File: src/rtl/intensity_colorizer_pkg.sv
// Shared constants for the intensity -> RGB colorizer: channel width, pixel modes
// and the power-on palette/tint contents.
package intensity_colorizer_pkg;

   localparam int CZ_DW = 10;

   typedef enum logic [1:0] {
      MODE_GREY = 2'd0,
      MODE_PAL  = 2'd1,
      MODE_TINT = 2'd2,
      MODE_RSVD = 2'd3
   } mode_e;

   // White: tint at full scale leaves the intensity nearly unchanged.
   localparam logic [3*CZ_DW-1:0] DEFAULT_TINT = {3{{CZ_DW{1'b1}}}};

   // Evenly spaced grey ramp from 0 to full scale across the palette entries.
   function automatic int default_level(input int k, input int bands, input int dw);
      return (((1 << dw) - 1) * k) / (bands - 1);
   endfunction

endpackage

File: src/rtl/intensity_colorizer_palette.sv
// Posterize palette: BANDS entries of packed {R,G,B}, one write port and one
// combinational read port; reset reloads the evenly spaced grey ramp.
module colorizer_palette
   import intensity_colorizer_pkg::*;
#(
   parameter int LOG2_BANDS = 3,
   parameter int DW         = CZ_DW
)(
   input  logic                  iCLK,
   input  logic                  iRST,
   input  logic                  we,
   input  logic [LOG2_BANDS-1:0] waddr,
   input  logic [3*DW-1:0]       wdata,
   input  logic [LOG2_BANDS-1:0] raddr,
   output logic [3*DW-1:0]       rdata
);

   localparam int BANDS = 2 ** LOG2_BANDS;

   logic [3*DW-1:0] mem [BANDS];

   always_ff @(posedge iCLK or posedge iRST) begin
      if (iRST) begin
         for (int k = 0; k < BANDS; k++) begin
            mem[k] <= {3{DW'(default_level(k, BANDS, DW))}};
         end
      end else if (we) begin
         mem[waddr] <= wdata;
      end
   end

   // Read returns the pre-edge contents, so a same-cycle write is not seen.
   assign rdata = mem[raddr];

endmodule

File: src/rtl/intensity_colorizer.sv
// Intensity -> RGB colorizer: grey, palette posterize or tinted output per pixel,
// three-stage pipeline between the intensity filters and the VGA controller.
module intensity_colorizer
   import intensity_colorizer_pkg::*;
#(
   parameter int LOG2_BANDS = 3,
   parameter int DW         = CZ_DW
)(
   input  logic                  iCLK,
   input  logic                  iRST,
   input  logic [DW-1:0]         iIntensity,
   input  logic                  iValid,
   input  logic [1:0]            iMode,
   input  logic                  iPalWe,
   input  logic [LOG2_BANDS-1:0] iPalAddr,
   input  logic [3*DW-1:0]       iPalData,
   input  logic                  iTintWe,
   input  logic [3*DW-1:0]       iTintData,
   output logic [DW-1:0]         oR,
   output logic [DW-1:0]         oG,
   output logic [DW-1:0]         oB,
   output logic                  oValid
);

   // Handshake: iValid qualifies iIntensity/iMode on each clock edge; there is no
   // ready, every valid pixel is accepted and reappears with oValid three edges later.

   logic                  s1_valid;
   logic [DW-1:0]         s1_i;
   mode_e                 s1_mode;
   logic [LOG2_BANDS-1:0] s1_band;

   logic                  s2_valid;
   logic [DW-1:0]         s2_i;
   mode_e                 s2_mode;
   logic [3*DW-1:0]       s2_pal;
   logic [3*DW-1:0]       s2_tint;

   logic [3*DW-1:0]       tint_q;
   logic [3*DW-1:0]       pal_rd;
   logic [2*DW-1:0]       prod_r, prod_g, prod_b;
   logic [3*DW-1:0]       colour;

   assign s1_band = s1_i[DW-1 -: LOG2_BANDS];

   colorizer_palette #(
      .LOG2_BANDS (LOG2_BANDS),
      .DW         (DW)
   ) u_palette (
      .iCLK  (iCLK),
      .iRST  (iRST),
      .we    (iPalWe),
      .waddr (iPalAddr),
      .wdata (iPalData),
      .raddr (s1_band),
      .rdata (pal_rd)
   );

   always_ff @(posedge iCLK or posedge iRST) begin
      if (iRST) begin
         tint_q <= {3{{DW{1'b1}}}};
      end else if (iTintWe) begin
         tint_q <= iTintData;
      end
   end

   always_ff @(posedge iCLK or posedge iRST) begin
      if (iRST) begin
         s1_valid <= 1'b0;
         s1_i     <= '0;
         s1_mode  <= MODE_GREY;
      end else begin
         s1_valid <= iValid;
         if (iValid) begin
            s1_i    <= iIntensity;
            s1_mode <= mode_e'(iMode);
         end
      end
   end

   always_ff @(posedge iCLK or posedge iRST) begin
      if (iRST) begin
         s2_valid <= 1'b0;
         s2_i     <= '0;
         s2_mode  <= MODE_GREY;
         s2_pal   <= '0;
         s2_tint  <= '0;
      end else begin
         s2_valid <= s1_valid;
         if (s1_valid) begin
            s2_i    <= s1_i;
            s2_mode <= s1_mode;
            s2_pal  <= pal_rd;
            s2_tint <= tint_q;
         end
      end
   end

   // Keeping the upper DW bits of I*C truncates, so full scale gives 1022, not 1023.
   assign prod_r = {{DW{1'b0}}, s2_i} * {{DW{1'b0}}, s2_tint[3*DW-1 -: DW]};
   assign prod_g = {{DW{1'b0}}, s2_i} * {{DW{1'b0}}, s2_tint[2*DW-1 -: DW]};
   assign prod_b = {{DW{1'b0}}, s2_i} * {{DW{1'b0}}, s2_tint[DW-1:0]};

   always_comb begin
      colour = {3{s2_i}};
      case (s2_mode)
         MODE_PAL:  colour = s2_pal;
         MODE_TINT: colour = {prod_r[2*DW-1:DW], prod_g[2*DW-1:DW], prod_b[2*DW-1:DW]};
         default:   colour = {3{s2_i}};
      endcase
   end

   always_ff @(posedge iCLK or posedge iRST) begin
      if (iRST) begin
         oValid <= 1'b0;
         oR     <= '0;
         oG     <= '0;
         oB     <= '0;
      end else begin
         oValid <= s2_valid;
         if (s2_valid) begin
            {oR, oG, oB} <= colour;
         end
      end
   end

endmodule

File: config.mk
export PLATFORM = sky130hd
export DESIGN_NAME = intensity_colorizer
export DESIGN_NICKNAME = d
export VERILOG_FILES = /design/src/rtl/intensity_colorizer_pkg.sv /design/src/rtl/intensity_colorizer_palette.sv /design/src/rtl/intensity_colorizer.sv
export SDC_FILE = /design/constraint.sdc
export NUM_CORES = 1
export LEC_CHECK = 0
export ABC_AREA = 1
export BUFFER_PORTS_ARGS = -buffer_cell sky130_fd_sc_hd__buf_2
export CORE_MARGIN = 2
export CORE_UTILIZATION = 60
export DETAILED_ROUTE_END_ITERATION = 12
export PLACE_DENSITY = 0.86
export SLEW_MARGIN = 0
export SYNTH_ARGS = -nofsm -noshare
export SYNTH_HDL_FRONTEND = slang
export SYNTH_SLANG_ARGS = --single-unit
File: constraint.sdc
create_clock -name iCLK -period 33.2 [get_ports iCLK]
set_input_delay 4.98 -clock iCLK [delete_from_list [all_inputs] [get_ports iCLK]]
set_output_delay 4.98 -clock iCLK [all_outputs]
set_load 0.05 [all_outputs]
==> impl_metrics.py, run 1 <==
metrics = {
    "synth": {
        "yosys.area_share.simple_pct": 19.1,
        "muxShareOfSynthArea_pct": 0.126,
        "yosys.area.top_type": "dfrtp_1",
        "syn_inst": 3354,
        "synth_top_family_by_area": "adder cells",
        "synth-seq-area-share_pct": 36.8,
        "synth_top_area_share_pct": 23.0,
        "synth_area_per_cell_sq_um": 7.99,
        "syn_nets": 3778,
        "ys_ff_latch": 387,
        "ys_types": 39,
        "synth_xor_area_share_pct": 0.196,
        "synth_compound_area_share_pct": 12.5,
        "synth_fa_ha_area_share_pct": 21.2,
        "synth_area_sq_um": 26800,
        "synthTopCellsByArea": "dfrtp_1, dfstp_2, fa_1",
        "ys_warn_count": 0,
    },
    "finish": {
        "final_cell_mix": "nand2_1, inv_1, o21ai_0",
        "area_growth_pct": 8.09,
        "final_common_cell": "nand2_1",
        "final_cells": 3960,
        "fin_nets": 3761,
        "drive_gt1_share_pct": 11.4,
        "register_area_sq_um": 9870,
        "diodes": 0,
        "nFillCells": 3572,
        "multiInputGateArea_sq_um": 14200,
    },
    "pwr": {
        "power.share.clock_pct": 25.4,
        "p_comb_share_pct": 40.6,
        "powerDensity_nw_per_um2": 65.7,
        "seqPwrFrac_pct": 34.0,
        "static-leakage-power_uw": 0.0157,
        "power.switching_uw": 763,
        "switching_share_pct": 40.1,
        "internal_power_uw": 1140,
        "peakVddDrop_mv": 0.0450,
        "p_total_uw": 1900,
    },
    "timing": {
        "fmax_mhz": 143,
        "fin_skew_ns": 0.0193,
        "relSlewSlack_pct": 15.9,
        "fin_setup_tns_ns": 0,
        "hold_viol_final": 0,
        "rsz0062_at_grt": "false",
        "period_needed_ns": 6.98,
        "tightest_slew_ns": 1.26,
        "setup_viol": 0,
        "period_share_pct": 21.0,
        "slew_violations": 0,
    },
    "floorplanning": {
        "io_pins": 111,
        "initial_core_util_pct": 60.7,
        "core.rowCount": 77,
        "die_w_um": 215,
        "coreArea_sq_um": 44100,
        "die_height_um": 215,
        "dieArea_sq_um": 46400,
    },
    "worst_setup_path": {
        "start_kind": "input pin",
        "critPathMaxFanout": 159,
        "required_ns": 33.73,
        "cp_slowest_cell": "buf_4",
        "setup.worst_path.class": "input pin to asynchronous set/reset pin",
        "worstSetupEndpointType": "asynchronous set/reset pin",
        "path_delay_family": "buffers and inverters",
        "cp_data_arrival_time_ns": 7.51,
        "crit_buf_inv": 4,
        "path_cells": "buf_2, inv_8, buf_12, buf_4",
        "max_stage_delay_ns": 0.89,
    },
    "clocking": {
        "cts_resized": 0,
        "postCtsSetupBuffers": 0,
        "clockBufferDepth": 3,
        "clkSinkCount": 387,
        "insertion_delay_ns": 0.56,
        "root_buffer": "clkbuf_16",
        "cts_buffers": 39,
        "path_clk_slew_ns": 0.06,
        "h-tree-depth": 2,
        "cts_tree": "done",
        "holdBufCountCts": 0,
    },
    "drt": {
        "ant_nets": 0,
        "drt-total-wl_mm": 67.8,
        "avgRoutedWirePerCell_um": 17.1,
        "routed-via-count": 22506,
        "firstDrtPassIters": 5,
        "drt-initial-drc-count": 2241,
        "viasPerCell": 5.68,
        "drcViolationCount": 0,
    },
    "grt": {
        "antenna_found_initial": 0,
        "track_usage_pct": 30.2,
        "grt_pass1_wl_mm": 113,
        "first_global_vias": 22702,
        "overflow": 0,
        "grt_max_degree": 160,
    },
    "placement": {
        "dp_cells": 3888,
        "io_buffer_count": 110,
        "gp_congestion": 0.994,
        "dpl.hpwl_mm": 44.0,
    },
    "run": {
        "cap_viol_max_count": 0,
    },
    "outcome": {
        "status": "finished, final reports clean",
    },
    "min_path": {
        "hold_class": "flip-flop to flip-flop",
    },
}
-- cells in the mapped netlist --
master	instances
xnor2_1	3
or2_2	6
fa_1	183
o21bai_1	12
inv_4	1
nor2_1	223
nand4_1	9
o21ai_0	421
o22ai_1	60
clkbuf_1	166
nand2_4	2
nand3_1	145
nor4_1	3
inv_1	509
nand3b_1	9
a31oi_1	3
buf_6	3
inv_2	1
a21oi_2	1
buf_1	4
nand2_2	5
buf_4	10
nand2_1	855
o21ai_2	3
a21o_1	3
a21oi_1	120
a21boi_0	3
mux2_2	3
o21a_1	3
dfstp_2	141
xor2_1	3
nor2_4	3
o21ai_1	11
dfrtp_1	246
clkinv_1	1
ha_1	161
nand3_2	3
buf_2	9
nor3_1	7
-- worst reg2reg max path, stage by stage, from the launching register on --
cell and delay [ns]:
dfrtp_1 0.73, buf_4 0.37, nand2_1 0.12, fa_1 0.48, fa_1 0.51, inv_1 0.06, fa_1 0.48, fa_1 0.51
inv_1 0.05, fa_1 0.47, inv_1 0.04, ha_1 0.32, nand2_1 0.13, nor2_1 0.17, nand4_1 0.10, nand2_1 0.18
nand2_1 0.11, nand3b_1 0.12, nand3_1 0.09, nand2_1 0.11, nand2_1 0.09, a21oi_1 0.17
-- metrics by stage --
step                instance area (sq um)  setup WS [ns]  utilization, %  hold slack, ns
global placement                    27500          25.52            62.4           0.460
global route                        29000          25.78            65.6           0.494
floorplan                           26800          17.70               -           0.415
CTS                                 29000          26.13            65.6           0.482
finish                              29000          26.22            65.6           0.479
detailed placement                  27500          25.56            62.4           0.468
-- worst paths after layout --
path	start	to	slack, ns	depth (start not counted)
worst max-delay path	iRST	u_palette.mem[110]	26.22	4
worst min-delay path	tint_q[22]	tint_q[22]	0.48	2
min in group asynchronous	iRST	s2_tint[16]	4.62	2
max in group iCLK	iPalAddr[0]	u_palette.mem[159]	26.86	5
worst min register to register	tint_q[22]	tint_q[22]	0.48	2
worst max register to register	s2_i[0]	oB[9]	27.70	21
-- state kept, by name (all words and copies together), names as in the netlist, 10 cells and up --
signal / cells
oG: 10
s2_tint: 30
u_palette.mem: 240
tint_q: 30
s2_pal: 30
s2_i: 10
oR: 10
s1_i: 10
oB: 10
-- power by group through the flow --
stage	combinational (uW)	sequential, uW	clock [uW]
floorplan	568	645	0
global placement	739	646	0
detailed placement	761	648	0
CTS	770	642	489
global route	890	653	510
finish	772	646	484
-- layer usage --
layer	routed length, um	global-route usage [%]
met3	5350	4.44
met5	0	0
met1	27200	39.7
met4	2900	13.8
met2	32400	50.0
-- area by class of cell --
cell class / count / area share [%]
flip-flops and latches: 387 / 34.1
clock inverters: 20 / 1.07
well taps: 592 / 2.56
inverters: 512 / 6.68
clock buffers: 52 / 3.88
multi-input cells: 2263 / 49.2
repair buffers: 134 / 2.57
-- logic make-up after synthesis --
group	count (synthesis)
and+or+nand+nor	1270
buffers and inverters	704
AOI/OAI and AO/OA	640
DFF	387
adders and majority gates	344
xor gates and xnor gates	6
muxes	3
Power figures use the tool's default switching activity.
==> run 2: changes to the inputs <==
- clock period: 33.2 -> 6.9 ns (I/O delays scaled with it)
==> run 2 against run 1 <==
- sequential share of layout area about the same
- power rose to 4.8 times the previous value
- non-clock buffer count grew 8
- design area is 0.14% higher
- worst setup slack got worse by 25 ns
- critical endpoint is now oR[4]
==> impl_metrics.py, run 2 (synthesis gave the netlist of run 1 again) <==
metrics = {
    "grt": {
        "grt_max_degree": 200,
        "grt_util_met3_pct": 5.49,
        "antenna_found_initial": 2,
        "first_global_vias": 23251,
        "track_usage_pct": 31.7,
        "overflow": 0,
        "grt_pass1_wl_mm": 118,
        "busiest_layer": "met2",
        "grt.met2_usage_pct": 52.3,
        "met1_usage_pct": 40.6,
    },
    "floorplanning": {
        "coreArea_sq_um": 44100,
        "initial_core_util_pct": 60.7,
        "dieArea_sq_um": 46400,
        "die_height_um": 215,
        "io_pins": 111,
        "core.rowCount": 77,
        "die_w_um": 215,
    },
    "drt": {
        "drt-initial-drc-count": 2142,
        "viasPerCell": 5.77,
        "drt-total-wl_mm": 71.4,
        "drcViolationCount": 0,
        "ant_nets": 0,
        "avgRoutedWirePerCell_um": 18.0,
        "firstDrtPassIters": 6,
        "routed-via-count": 22908,
    },
    "timing": {
        "period_share_pct": 79.3,
        "finalWorstSetupSlack_ns": 1.43,
        "setup_viol": 0,
        "relSlewSlack_pct": 14.5,
        "fin_skew_ns": 0.0399,
        "rsz0062_at_grt": "false",
        "tightest_slew_ns": 1.28,
        "holdWs_ns": 0.478,
        "slew_violations": 0,
        "fmax_mhz": 183,
        "hold_viol_final": 0,
        "period_needed_ns": 5.47,
        "fin_setup_tns_ns": 0,
    },
    "clocking": {
        "insertion_delay_ns": 0.60,
        "cts_tree": "done",
        "clockBufferDepth": 3,
        "cts_buffers": 41,
        "cts_resized": 0,
        "clkSinkCount": 387,
        "root_buffer": "clkbuf_16",
        "holdBufCountCts": 0,
        "path_clk_slew_ns": 0.06,
        "postCtsSetupBuffers": 0,
        "h-tree-depth": 2,
    },
    "finish": {
        "largest_reg_flops": 240,
        "nFillCells": 3553,
        "final_util_pct": 65.7,
        "largest-register": "u_palette.mem",
        "final_common_cell": "nand2_1",
        "fin_nets": 3771,
        "area_growth_pct": 8.24,
        "final_cell_mix": "nand2_1, inv_1, o21ai_0",
        "diodes": 0,
        "drive_gt1_share_pct": 11.6,
    },
    "placement": {
        "dpl.hpwl_mm": 47.0,
        "io_buffer_count": 110,
        "gp_congestion": 0.966,
        "dp_slack_ns": 1.54,
    },
    "pwr": {
        "static-leakage-power_uw": 0.0157,
        "peakVddDrop_mv": 0.256,
        "p_total_uw": 9210,
        "powerDensity_nw_per_um2": 318,
    },
    "worst_setup_path": {
        "start_kind": "flip-flop",
        "cp_data_arrival_time_ns": 5.95,
        "required_ns": 7.38,
        "critPathMaxFanout": 17,
        "setup.worst_path.class": "flip-flop to flip-flop",
        "worstSetupEndpointType": "flip-flop",
    },
    "outcome": {
        "status": "finished, final reports clean",
    },
    "min_path": {
        "hold_class": "flip-flop to flip-flop",
    },
    "run": {
        "cap_viol_max_count": 0,
    },
}
## run 2: changes by cell type in the layout (fill, tap and decap cells not counted), sizes merged
cell / delta
bufinv: -2
inv: +1
buf: +8
clkbuf: +2
clkinv: +2
clkinvlp: +1
## run 2: cell type report
class	count	area, sq um	share of cell area (%)
clock buffer	54	1120	3.88
clock inverter	22	295	1.02
inverter	512	1930	6.65
multi-input combinational	2263	14200	49.1
sequential	387	9870	34.0
tap	592	741	2.55
timing repair buffer	142	803	2.77
## run 2: through the flow
stage	cell area, sq um	cells
global placement	27600	3896
detailed placement	27600	3896
CTS	29000	3972
floorplan	26800	3354
global route	29000	3972
finish	29000	3972
## run 2: metal layers
layer | wire length, um | vias up
met5 | 10 | -
met4 | 3280 | 2
met1 | 27900 | 11115
met3 | 6320 | 218
met2 | 33900 | 1064
li1 | - | 10509
## run 2: path summary, 6_finish.rpt
| path | slack, ns | endpoint | cells past startpoint | startpoint |
|---|---|---|---|---|
| setup / recovery | 1.43 | oR[4] | 21 | s2_i[6] |
| hold / removal | 0.48 | u_palette.mem[190] | 2 | u_palette.mem[190] |
| setup reg to reg | 1.43 | oR[4] | 21 | s2_i[6] |
| hold reg to reg | 0.48 | u_palette.mem[190] | 2 | u_palette.mem[190] |
| max in group asynchronous | 4.70 | s1_valid | 3 | iRST |
| min in group asynchronous | 0.63 | s2_pal[23] | 2 | iRST |
## run 2: worst max-delay path, cell delays in order (launching register included)
cell and delay [ns]:
dfrtp_1 0.92, buf_4 0.26, nand2_1 0.07, fa_1 0.49, inv_1 0.05, fa_1 0.47, fa_1 0.53, fa_1 0.50
inv_1 0.05, fa_1 0.47, inv_1 0.04, ha_1 0.31, a21o_1 0.19, a31oi_1 0.19, nand2_2 0.11, nand2_1 0.10
nand2_1 0.06, nand2_1 0.09, nand3_1 0.07, nand2_1 0.11, nand2_1 0.06, a21oi_1 0.21
## run 2: power by group
group / switching, uW / internal, uW
Combinational: 2420 / 1330
Clock: 993 / 1330
Sequential: 369 / 2770
Total: 3780 / 5430
